===== src/rtl/sync_fifo_fwft_if.sv =====
// Bundle of the FIFO's flush, write, read and status signals.
// No logic of its own; timing is set entirely by the FIFO it connects to.
// A write is dropped while full_o=1 and a read is ignored while empty_o=1.
interface sync_fifo_fwft_if #(
  parameter int ADDR_WIDTH = 4,
  parameter int DATA_WIDTH = 16
);
  logic                  clr_i;
  logic                  wr_en_i;
  logic [DATA_WIDTH-1:0] wr_data_i;
  logic                  rd_en_i;
  logic [DATA_WIDTH-1:0] rd_data_o;
  logic                  full_o;
  logic                  empty_o;
  logic                  almost_full_o;
  logic                  almost_empty_o;
  logic [ADDR_WIDTH:0]   count_o;
  logic                  overflow_o;
  logic                  underflow_o;

  // User side: drives requests and observes data and status.
  modport master (
    output clr_i, wr_en_i, wr_data_i, rd_en_i,
    input  rd_data_o, full_o, empty_o, almost_full_o, almost_empty_o,
           count_o, overflow_o, underflow_o
  );

  // FIFO side: receives requests and produces data and status.
  modport slave (
    input  clr_i, wr_en_i, wr_data_i, rd_en_i,
    output rd_data_o, full_o, empty_o, almost_full_o, almost_empty_o,
           count_o, overflow_o, underflow_o
  );
endinterface


===== src/rtl/sync_fifo_fwft.sv =====
// Single-clock FIFO of 2**ADDR_WIDTH words with a standard or first-word-fall-through read port.
// Latency: FWFT=1 shows a written word the next cycle; FWFT=0 updates rd_data_o one cycle after a read.
// Backpressure: a write while full or a read while empty is dropped and latches a sticky error flag.
module sync_fifo_fwft #(
  parameter int ADDR_WIDTH = 4,
  parameter int DATA_WIDTH = 16,
  parameter int FWFT       = 0,
  parameter int AF_THRESH  = 14,
  parameter int AE_THRESH  = 2
) (
  input  logic            clk_i,
  input  logic            rst_ni,
  sync_fifo_fwft_if.slave fifo_if
);

  localparam int DEPTH = 2 ** ADDR_WIDTH;
  localparam int CNT_W = ADDR_WIDTH + 1;

  localparam logic [CNT_W-1:0]      DEPTH_C = CNT_W'(DEPTH);
  localparam logic [CNT_W-1:0]      AF_C    = CNT_W'(AF_THRESH);
  localparam logic [CNT_W-1:0]      AE_C    = CNT_W'(AE_THRESH);
  localparam logic [CNT_W-1:0]      CNT_ONE = CNT_W'(1);
  localparam logic [ADDR_WIDTH-1:0] PTR_ONE = ADDR_WIDTH'(1);

  logic [DATA_WIDTH-1:0] mem_q [DEPTH];
  logic [ADDR_WIDTH-1:0] wptr_q, wptr_d;
  logic [ADDR_WIDTH-1:0] rptr_q, rptr_d;
  logic [CNT_W-1:0]      count_q, count_d;
  logic                  ovf_q, ovf_d;
  logic                  unf_q, unf_d;

  logic full;
  logic empty;
  logic wr_acc;
  logic rd_acc;

  // Status is decoded from the registered count so every flag lines up with count_o.
  assign full   = (count_q == DEPTH_C);
  assign empty  = (count_q == '0);
  assign wr_acc = fifo_if.wr_en_i & ~full  & ~fifo_if.clr_i;
  assign rd_acc = fifo_if.rd_en_i & ~empty & ~fifo_if.clr_i;

  // Next state of pointers, occupancy and sticky errors; a flush wins over any request.
  always_comb begin
    wptr_d  = wptr_q;
    rptr_d  = rptr_q;
    count_d = count_q;
    ovf_d   = ovf_q;
    unf_d   = unf_q;
    if (fifo_if.clr_i) begin
      wptr_d  = '0;
      rptr_d  = '0;
      count_d = '0;
      ovf_d   = 1'b0;
      unf_d   = 1'b0;
    end else begin
      if (wr_acc) wptr_d = wptr_q + PTR_ONE;
      if (rd_acc) rptr_d = rptr_q + PTR_ONE;
      if (wr_acc && !rd_acc) begin
        count_d = count_q + CNT_ONE;
      end else if (rd_acc && !wr_acc) begin
        count_d = count_q - CNT_ONE;
      end
      if (fifo_if.wr_en_i && full)  ovf_d = 1'b1;
      if (fifo_if.rd_en_i && empty) unf_d = 1'b1;
    end
  end

  // Control state register; reset empties the FIFO without touching the memory.
  always_ff @(posedge clk_i or negedge rst_ni) begin
    if (!rst_ni) begin
      wptr_q  <= '0;
      rptr_q  <= '0;
      count_q <= '0;
      ovf_q   <= 1'b0;
      unf_q   <= 1'b0;
    end else begin
      wptr_q  <= wptr_d;
      rptr_q  <= rptr_d;
      count_q <= count_d;
      ovf_q   <= ovf_d;
      unf_q   <= unf_d;
    end
  end

  // Storage array is never reset or flushed; only accepted writes change it.
  always_ff @(posedge clk_i) begin
    if (wr_acc) mem_q[wptr_q] <= fifo_if.wr_data_i;
  end

  generate
    if (FWFT != 0) begin : g_fwft
      // Head word drives the port directly; forced to 0 while empty so reset reads as 0.
      assign fifo_if.rd_data_o = empty ? '0 : mem_q[rptr_q];
    end else begin : g_std
      logic [DATA_WIDTH-1:0] rdata_q, rdata_d;

      // Output word loads the head only on an accepted read and holds otherwise.
      always_comb begin
        rdata_d = rdata_q;
        if (fifo_if.clr_i) begin
          rdata_d = '0;
        end else if (rd_acc) begin
          rdata_d = mem_q[rptr_q];
        end
      end

      // Read data register.
      always_ff @(posedge clk_i or negedge rst_ni) begin
        if (!rst_ni) begin
          rdata_q <= '0;
        end else begin
          rdata_q <= rdata_d;
        end
      end

      assign fifo_if.rd_data_o = rdata_q;
    end
  endgenerate

  assign fifo_if.full_o         = full;
  assign fifo_if.empty_o        = empty;
  assign fifo_if.almost_full_o  = (count_q >= AF_C);
  assign fifo_if.almost_empty_o = (count_q <= AE_C);
  assign fifo_if.count_o        = count_q;
  assign fifo_if.overflow_o     = ovf_q;
  assign fifo_if.underflow_o    = unf_q;

endmodule


===== src/flat_wrapper.sv =====
// flat-port wrapper written by rule: the top's interface ports become plain ports
module sync_fifo_fwft_flat 
#(
  parameter int ADDR_WIDTH = 4,
  parameter int DATA_WIDTH = 16,
  parameter int FWFT       = 0,
  parameter int AF_THRESH  = 14,
  parameter int AE_THRESH  = 2
)
  (clk_i, rst_ni, fifo_if_clr_i, fifo_if_wr_en_i, fifo_if_wr_data_i, fifo_if_rd_en_i, fifo_if_rd_data_o, fifo_if_full_o, fifo_if_empty_o, fifo_if_almost_full_o, fifo_if_almost_empty_o, fifo_if_count_o, fifo_if_overflow_o, fifo_if_underflow_o);
  sync_fifo_fwft_if #(.ADDR_WIDTH(ADDR_WIDTH), .DATA_WIDTH(DATA_WIDTH)) fifo_if_i ();
  input  logic clk_i;
  input  logic rst_ni;
  input wire logic [$bits(fifo_if_i.clr_i)-1:0] fifo_if_clr_i;
  input wire logic [$bits(fifo_if_i.wr_en_i)-1:0] fifo_if_wr_en_i;
  input wire logic [$bits(fifo_if_i.wr_data_i)-1:0] fifo_if_wr_data_i;
  input wire logic [$bits(fifo_if_i.rd_en_i)-1:0] fifo_if_rd_en_i;
  output wire logic [$bits(fifo_if_i.rd_data_o)-1:0] fifo_if_rd_data_o;
  output wire logic [$bits(fifo_if_i.full_o)-1:0] fifo_if_full_o;
  output wire logic [$bits(fifo_if_i.empty_o)-1:0] fifo_if_empty_o;
  output wire logic [$bits(fifo_if_i.almost_full_o)-1:0] fifo_if_almost_full_o;
  output wire logic [$bits(fifo_if_i.almost_empty_o)-1:0] fifo_if_almost_empty_o;
  output wire logic [$bits(fifo_if_i.count_o)-1:0] fifo_if_count_o;
  output wire logic [$bits(fifo_if_i.overflow_o)-1:0] fifo_if_overflow_o;
  output wire logic [$bits(fifo_if_i.underflow_o)-1:0] fifo_if_underflow_o;
  assign fifo_if_i.clr_i = fifo_if_clr_i;
  assign fifo_if_i.wr_en_i = fifo_if_wr_en_i;
  assign fifo_if_i.wr_data_i = fifo_if_wr_data_i;
  assign fifo_if_i.rd_en_i = fifo_if_rd_en_i;
  assign fifo_if_rd_data_o = fifo_if_i.rd_data_o;
  assign fifo_if_full_o = fifo_if_i.full_o;
  assign fifo_if_empty_o = fifo_if_i.empty_o;
  assign fifo_if_almost_full_o = fifo_if_i.almost_full_o;
  assign fifo_if_almost_empty_o = fifo_if_i.almost_empty_o;
  assign fifo_if_count_o = fifo_if_i.count_o;
  assign fifo_if_overflow_o = fifo_if_i.overflow_o;
  assign fifo_if_underflow_o = fifo_if_i.underflow_o;
  sync_fifo_fwft #(.ADDR_WIDTH(ADDR_WIDTH), .DATA_WIDTH(DATA_WIDTH), .FWFT(FWFT), .AF_THRESH(AF_THRESH), .AE_THRESH(AE_THRESH)) u_core (.clk_i(clk_i), .rst_ni(rst_ni), .fifo_if(fifo_if_i));
endmodule

===== config.mk =====
export PLATFORM = sky130hd
export DESIGN_NAME = sync_fifo_fwft_flat
export DESIGN_NICKNAME = d
export VERILOG_FILES = /design/src/rtl/sync_fifo_fwft_if.sv /design/src/rtl/sync_fifo_fwft.sv /design/src/flat_wrapper.sv
export SDC_FILE = /design/constraint.sdc
export NUM_CORES = 1
export LEC_CHECK = 0
export CAP_MARGIN = 5
export CORE_MARGIN = 2
export CORE_UTILIZATION = 54
export CTS_CLUSTER_DIAMETER = 30
export DETAILED_ROUTE_END_ITERATION = 8
export GPL_TIMING_DRIVEN = 0
export PLACE_DENSITY_LB_ADDON = 0.12
export SLEW_MARGIN = 40
export SYNTH_ARGS = -nofsm -noshare
export SYNTH_HDL_FRONTEND = slang
export SYNTH_SLANG_ARGS = --single-unit

===== constraint.sdc =====
create_clock -name clk_i -period 2.9 [get_ports clk_i]
set_input_delay 0.58 -clock clk_i [delete_from_list [all_inputs] [get_ports clk_i]]
set_output_delay 0.58 -clock clk_i [all_outputs]
set_load 0.05 [all_outputs]

---- Word level (Yosys, flattened, before mapping) ----
Memories as Yosys holds them, arrays and structs flattened.
Cells that the tools add are included.
W data, S select, Z words.
storage, ports and cells
  register bits after elaboration ......... 31
  bits in writable memories ............... 256
  input port bits ......................... 21
  output and inout port bits .............. 27
  word-level logic and storage cells ...... 48
  memories kept ........................... 1
memories
  name          depth  width  rd ports  clocked after Yosys merged registers in  wr ports  line                  RTL
  u_core.mem_q  16     16     1         0                                        1         sync_fifo_fwft.sv:25  logic [DATA_WIDTH-1:0] mem_q [DEPTH];
operators by class
  $add $sub $neg .......................... 4
  magnitude comparators ................... 2
  equality and inequality tests ........... 1
  muxes and demuxes ....................... 15
  bitwise logic cells ..................... 7
  reduce and logical (&&, ||, !) cells .... 12
operators with widths
  kind                   count
  $mux W16               2
  $mux W4                4
  $mux W5                3
  $add A4 B1 Y4 const B  2
  $reduce_bool A2 Y1     4
  $mux W1                6
  $add A5 B1 Y5 const B  1
  $eq A5 B5 Y1 const B   1
  $ge A5 B4 Y1 const B   1
  $le A5 B2 Y1 const B   1
  $logic_not A5 Y1       1
  $sub A5 B1 Y5 const B  1
  $and A1 B1 Y1          4
  $logic_and A1 B1 Y1    4
  $not A1 Y1             3
  $reduce_bool A3 Y1     1
  $logic_not A1 Y1       2

---- Logic depth before layout (Yosys ltp) ----
  word-level depth ........................ 9
  gate-level depth with buffers ........... 11
  mapped depth without buffers ............ 10

---- Worst setup path after synthesis ----
Ideal clock, no wire load.
  path kind ............................... reg2reg
  start point ............................. register u_core.count_q[3] (netlist: u_core.fifo_if.count_o[3])
  end point ............................... register u_core.count_q[4] (netlist: u_core.fifo_if.count_o[4])
  setup time .............................. 74 ps
  data arrival time ....................... 3298 ps
  path slack .............................. -472 ps
  stages on the path, launching flop included .. 12
  path buffers ............................ 2
  path through ............................ dfrtp_1 -> or3_1 -> o31ai_4 -> buf_2 -> buf_2 -> nand2_1 -> fa_1 -> a21o_1 -> a21o_1 -> or3_1 -> a21o_1 -> a21oi_2
between the ends
  word-level cells in the longest chain between the ends .. 8
ends and longest elaborated chain
  what                                                                   line                  RTL
  start, declared                                                        sync_fifo_fwft.sv:28  logic [CNT_W-1:0] count_q, count_d;
  start signal, assigned                                                 sync_fifo_fwft.sv:80  count_q <= count_d;
  parallel branches: the longest is 8 deep, another holds $sub A5 B1 Y5  --
Parallel ways; which one is timed is not known. The select of a mux whose other input is x is not followed.
A chain may end at the register's enable or synchronous reset.

---- Worst setup path in the final report ----
Same ends and word-level chain as after synthesis.

==> out/results.ini <==
[run_status]
status=finished clean

[clock_tree]
cts_buffers=53
clk_path_buf_depth=3
root_buffer=clkbuf_16
worstSkewPairLatency_ns=0.55
h-tree-depth=2
cts_tree=done
path_clk_slew_ns=0.06
cts_sinks=287

[layout]
antennaDiodeCount=0
final_nets=687
drive_gt1_frac=0.305
area_growth_pct=25.0
design_area_um2=14100
most-common-layout-cells=256 x edfxtp_1, 64 x mux4_2, 53 x clkbuf_16
layout_commonest_cell=edfxtp_1
utilization=0.692

[grt]
globalRoute.totalOverflow=0
grt_max_degree=32
grt_pass1_wl_mm=38.0
antenna_found_initial=0
track_usage=0.243
grt_pass1_vias=6268

[drt]
drc=0
drt_iter0_drc=446
wl_per_cell_um=26.6
drt-total-wl_mm=25.7
firstDrtPassIters=5
vias=5775
antenna_left=0
viasPerCell=5.97

[timing]
setup_viol=0
report.final.slew_viol_count=0
hold_violations=0
rsz0062_at_grt=true
worst_pin_slew_ns=0.851
maxSlewHeadroom=0.432
fin_crit_sh=0.992
finClkSkew_ns=0.0241
min_period_ns=2.88
fmax_mhz=347

[setup_path]
worst_ep_required_time_ns=3.36
worst-setup-path-type=reg -> reg
crit_path_start_kind=register
r2r_start=u_core.fifo_if.count_o[3]$_DFFE_PN0P_
critPathArrivalTime_ns=3.34
endpoint_kind=register
cp_max_fo=5
crit_start=u_core.fifo_if.count_o[3]$_DFFE_PN0P_

[die]
die_w_um=148
die-area_um2=22000
start_util=0.554
core_um2=20400
die_h_um=148
io_pins=48
num_rows=52

[power]
seq_power_share=0.363
power.density_nw_per_um2=947
p_sw_w=0.00374
totalPowerFinal_w=0.0134
swShare=0.280
clkPwrFrac=0.446
pwr-share-comb=0.192
p_leak_nw=4.74
internal_power_w=0.00962
ir_worst_vdd_v=0.000750

[logic_synthesis]
syn_avg_cell_area_um2=20.8
yosysTopAreaCell=edfxtp_1
synth.top_cell.area_share=0.682
ys_seq_area_frac=0.751
syn_nets=573
synth-async-reset-ratio=0.108
yosysWarnings=0
yosys-top-cells-area=edfxtp_1 68%, mux4_2 13%, dfrtp_1 6.9%
ys_seq_elements=287
ys.flop_type=edfxtp_1
synthesis.area_um2=11300
synth-edff-count=256
ys_types=34
syn_inst=542

[placed_design]
gp_congestion=0.759
port_buffers=46
dpl_cell_area_um2=12300
hpwl_mm=14.8

[min_path]
holdCritPathClass=in -> async

[run]
drv_cap=0

==> cell usage after synthesis (all sizes together), types with 2 or more instances <==
cell type and n:
o221ai 16, mux4 64, and2 13, edfxtp 256, nand3b 18, dfrtp 31
ha 9, nand3 4, or3 3, nand4 2, buf 16, a21oi 7
a21o 3, nand2 8, nor3 2, inv 7, clkbuf 11, xor2 4
nor2 19, xnor2 5, mux2i 34
==> metrics by stage <==
step,worst slack [ns],TNS [ns],cells,hold slack [ns]
after floorplan,-0.108,-0.108,542,0.284
after global placement,-0.846,-83.21,858,0.480
after detailed placement,-0.282,-0.282,862,0.500
after CTS,-0.0268,-0.0268,961,0.0171
after global routing,-0.0930,-0.0930,968,0.0235
final,0.0219,0,968,0.00442
==> state kept, by name (all words and copies together), names as in the netlist <==
signal,count
u_core.fifo_if.overflow_o,1
u_core.mem_q,256
u_core.rptr_q,4
u_core.fifo_if.count_o,5
u_core.fifo_if.underflow_o,1
u_core.fifo_if.rd_data_o,16
u_core.wptr_q,4
==> routing by layer <==
layer | vias to the layer above | global-route usage | share of wire | wire (um)
met5 | - | 0 | 0 | 0
met4 | 0 | 0.0919 | 0.026 | 657
met3 | 50 | 0.0546 | 0.071 | 1830
met2 | 238 | 0.405 | 0.51 | 13100
met1 | 3014 | 0.319 | 0.40 | 10200
li1 | 2473 | - | - | -
==> final timing paths <==
check / end / slack [ns] / cells past startpoint
min in group clk_i: u_core.fifo_if.overflow_o$_DFFE_PN0P_ / 0.51 / 2
min reg2reg: u_core.fifo_if.overflow_o$_DFFE_PN0P_ / 0.51 / 2
max reg2reg: u_core.fifo_if.count_o[4]$_DFFE_PN0P_ / 0.02 / 10
max in group asynchronous: u_core.fifo_if.count_o[2]$_DFFE_PN0P_ / 2.50 / 1
min: u_core.fifo_if.rd_data_o[4]$_DFFE_PN0P_ / 0.004 / 1
max: u_core.fifo_if.count_o[4]$_DFFE_PN0P_ / 0.02 / 10
==> critical path: stages (launching register included) <==
cell     delay [ns]
dfrtp_2        0.43
or3_4          0.43
o31ai_4        0.30
buf_6          0.16
nand2_4        0.07
fa_2           0.40
a21o_1         0.16
a21o_1         0.18
or3_4          0.37
a21o_1         0.17
a21oi_2        0.11
==> area by class of cell <==
class                      count  area [um^2]
sequential                   287         8470
fill                        1263         6270
multi-input combinational    221         2750
clock buffer                  66         1430
timing repair buffer          60          628
tap                          270          338
clock inverter                31          335
buffer                        26          124
inverter                       7         26.3
==> cells by family (layout without fill, tap and decap cells) <==
logic type               Yosys count  count (layout)  synth area share
flip-flops                       287             287             0.751
multiplexers                      98              98             0.158
AND/OR/NAND/NOR                   73              73            0.0365
buffers and inverters             34             190            0.0123
AO/OA/AOI/OAI                     31              31            0.0230
adder cells (fa/ha/maj)           10              10            0.0118
XOR/XNOR                           9               9           0.00766
==> power by group through the flow <==
stage               Clock (W)  Combinational (W)  Sequential, W
finish                0.00595            0.00256        0.00484
global route          0.00622            0.00271        0.00486
CTS                   0.00600            0.00249        0.00486
detailed placement          0            0.00247        0.00493
global placement            0            0.00242        0.00492
floorplan                   0            0.00135        0.00524
==> repair_timing <==
| action | in CTS | in global routing |
|---|---|---|
| resized for setup | 8 | 2 |
| endpoints found under the setup margin | 4 | 1 |
| hold endpoints to repair | 0 | 0 |
| hold buffers | 0 | 0 |
| setup buffers | 2 | 8 |
| pin swaps | 1 | 3 |
Power figures use the tool's default switching activity.
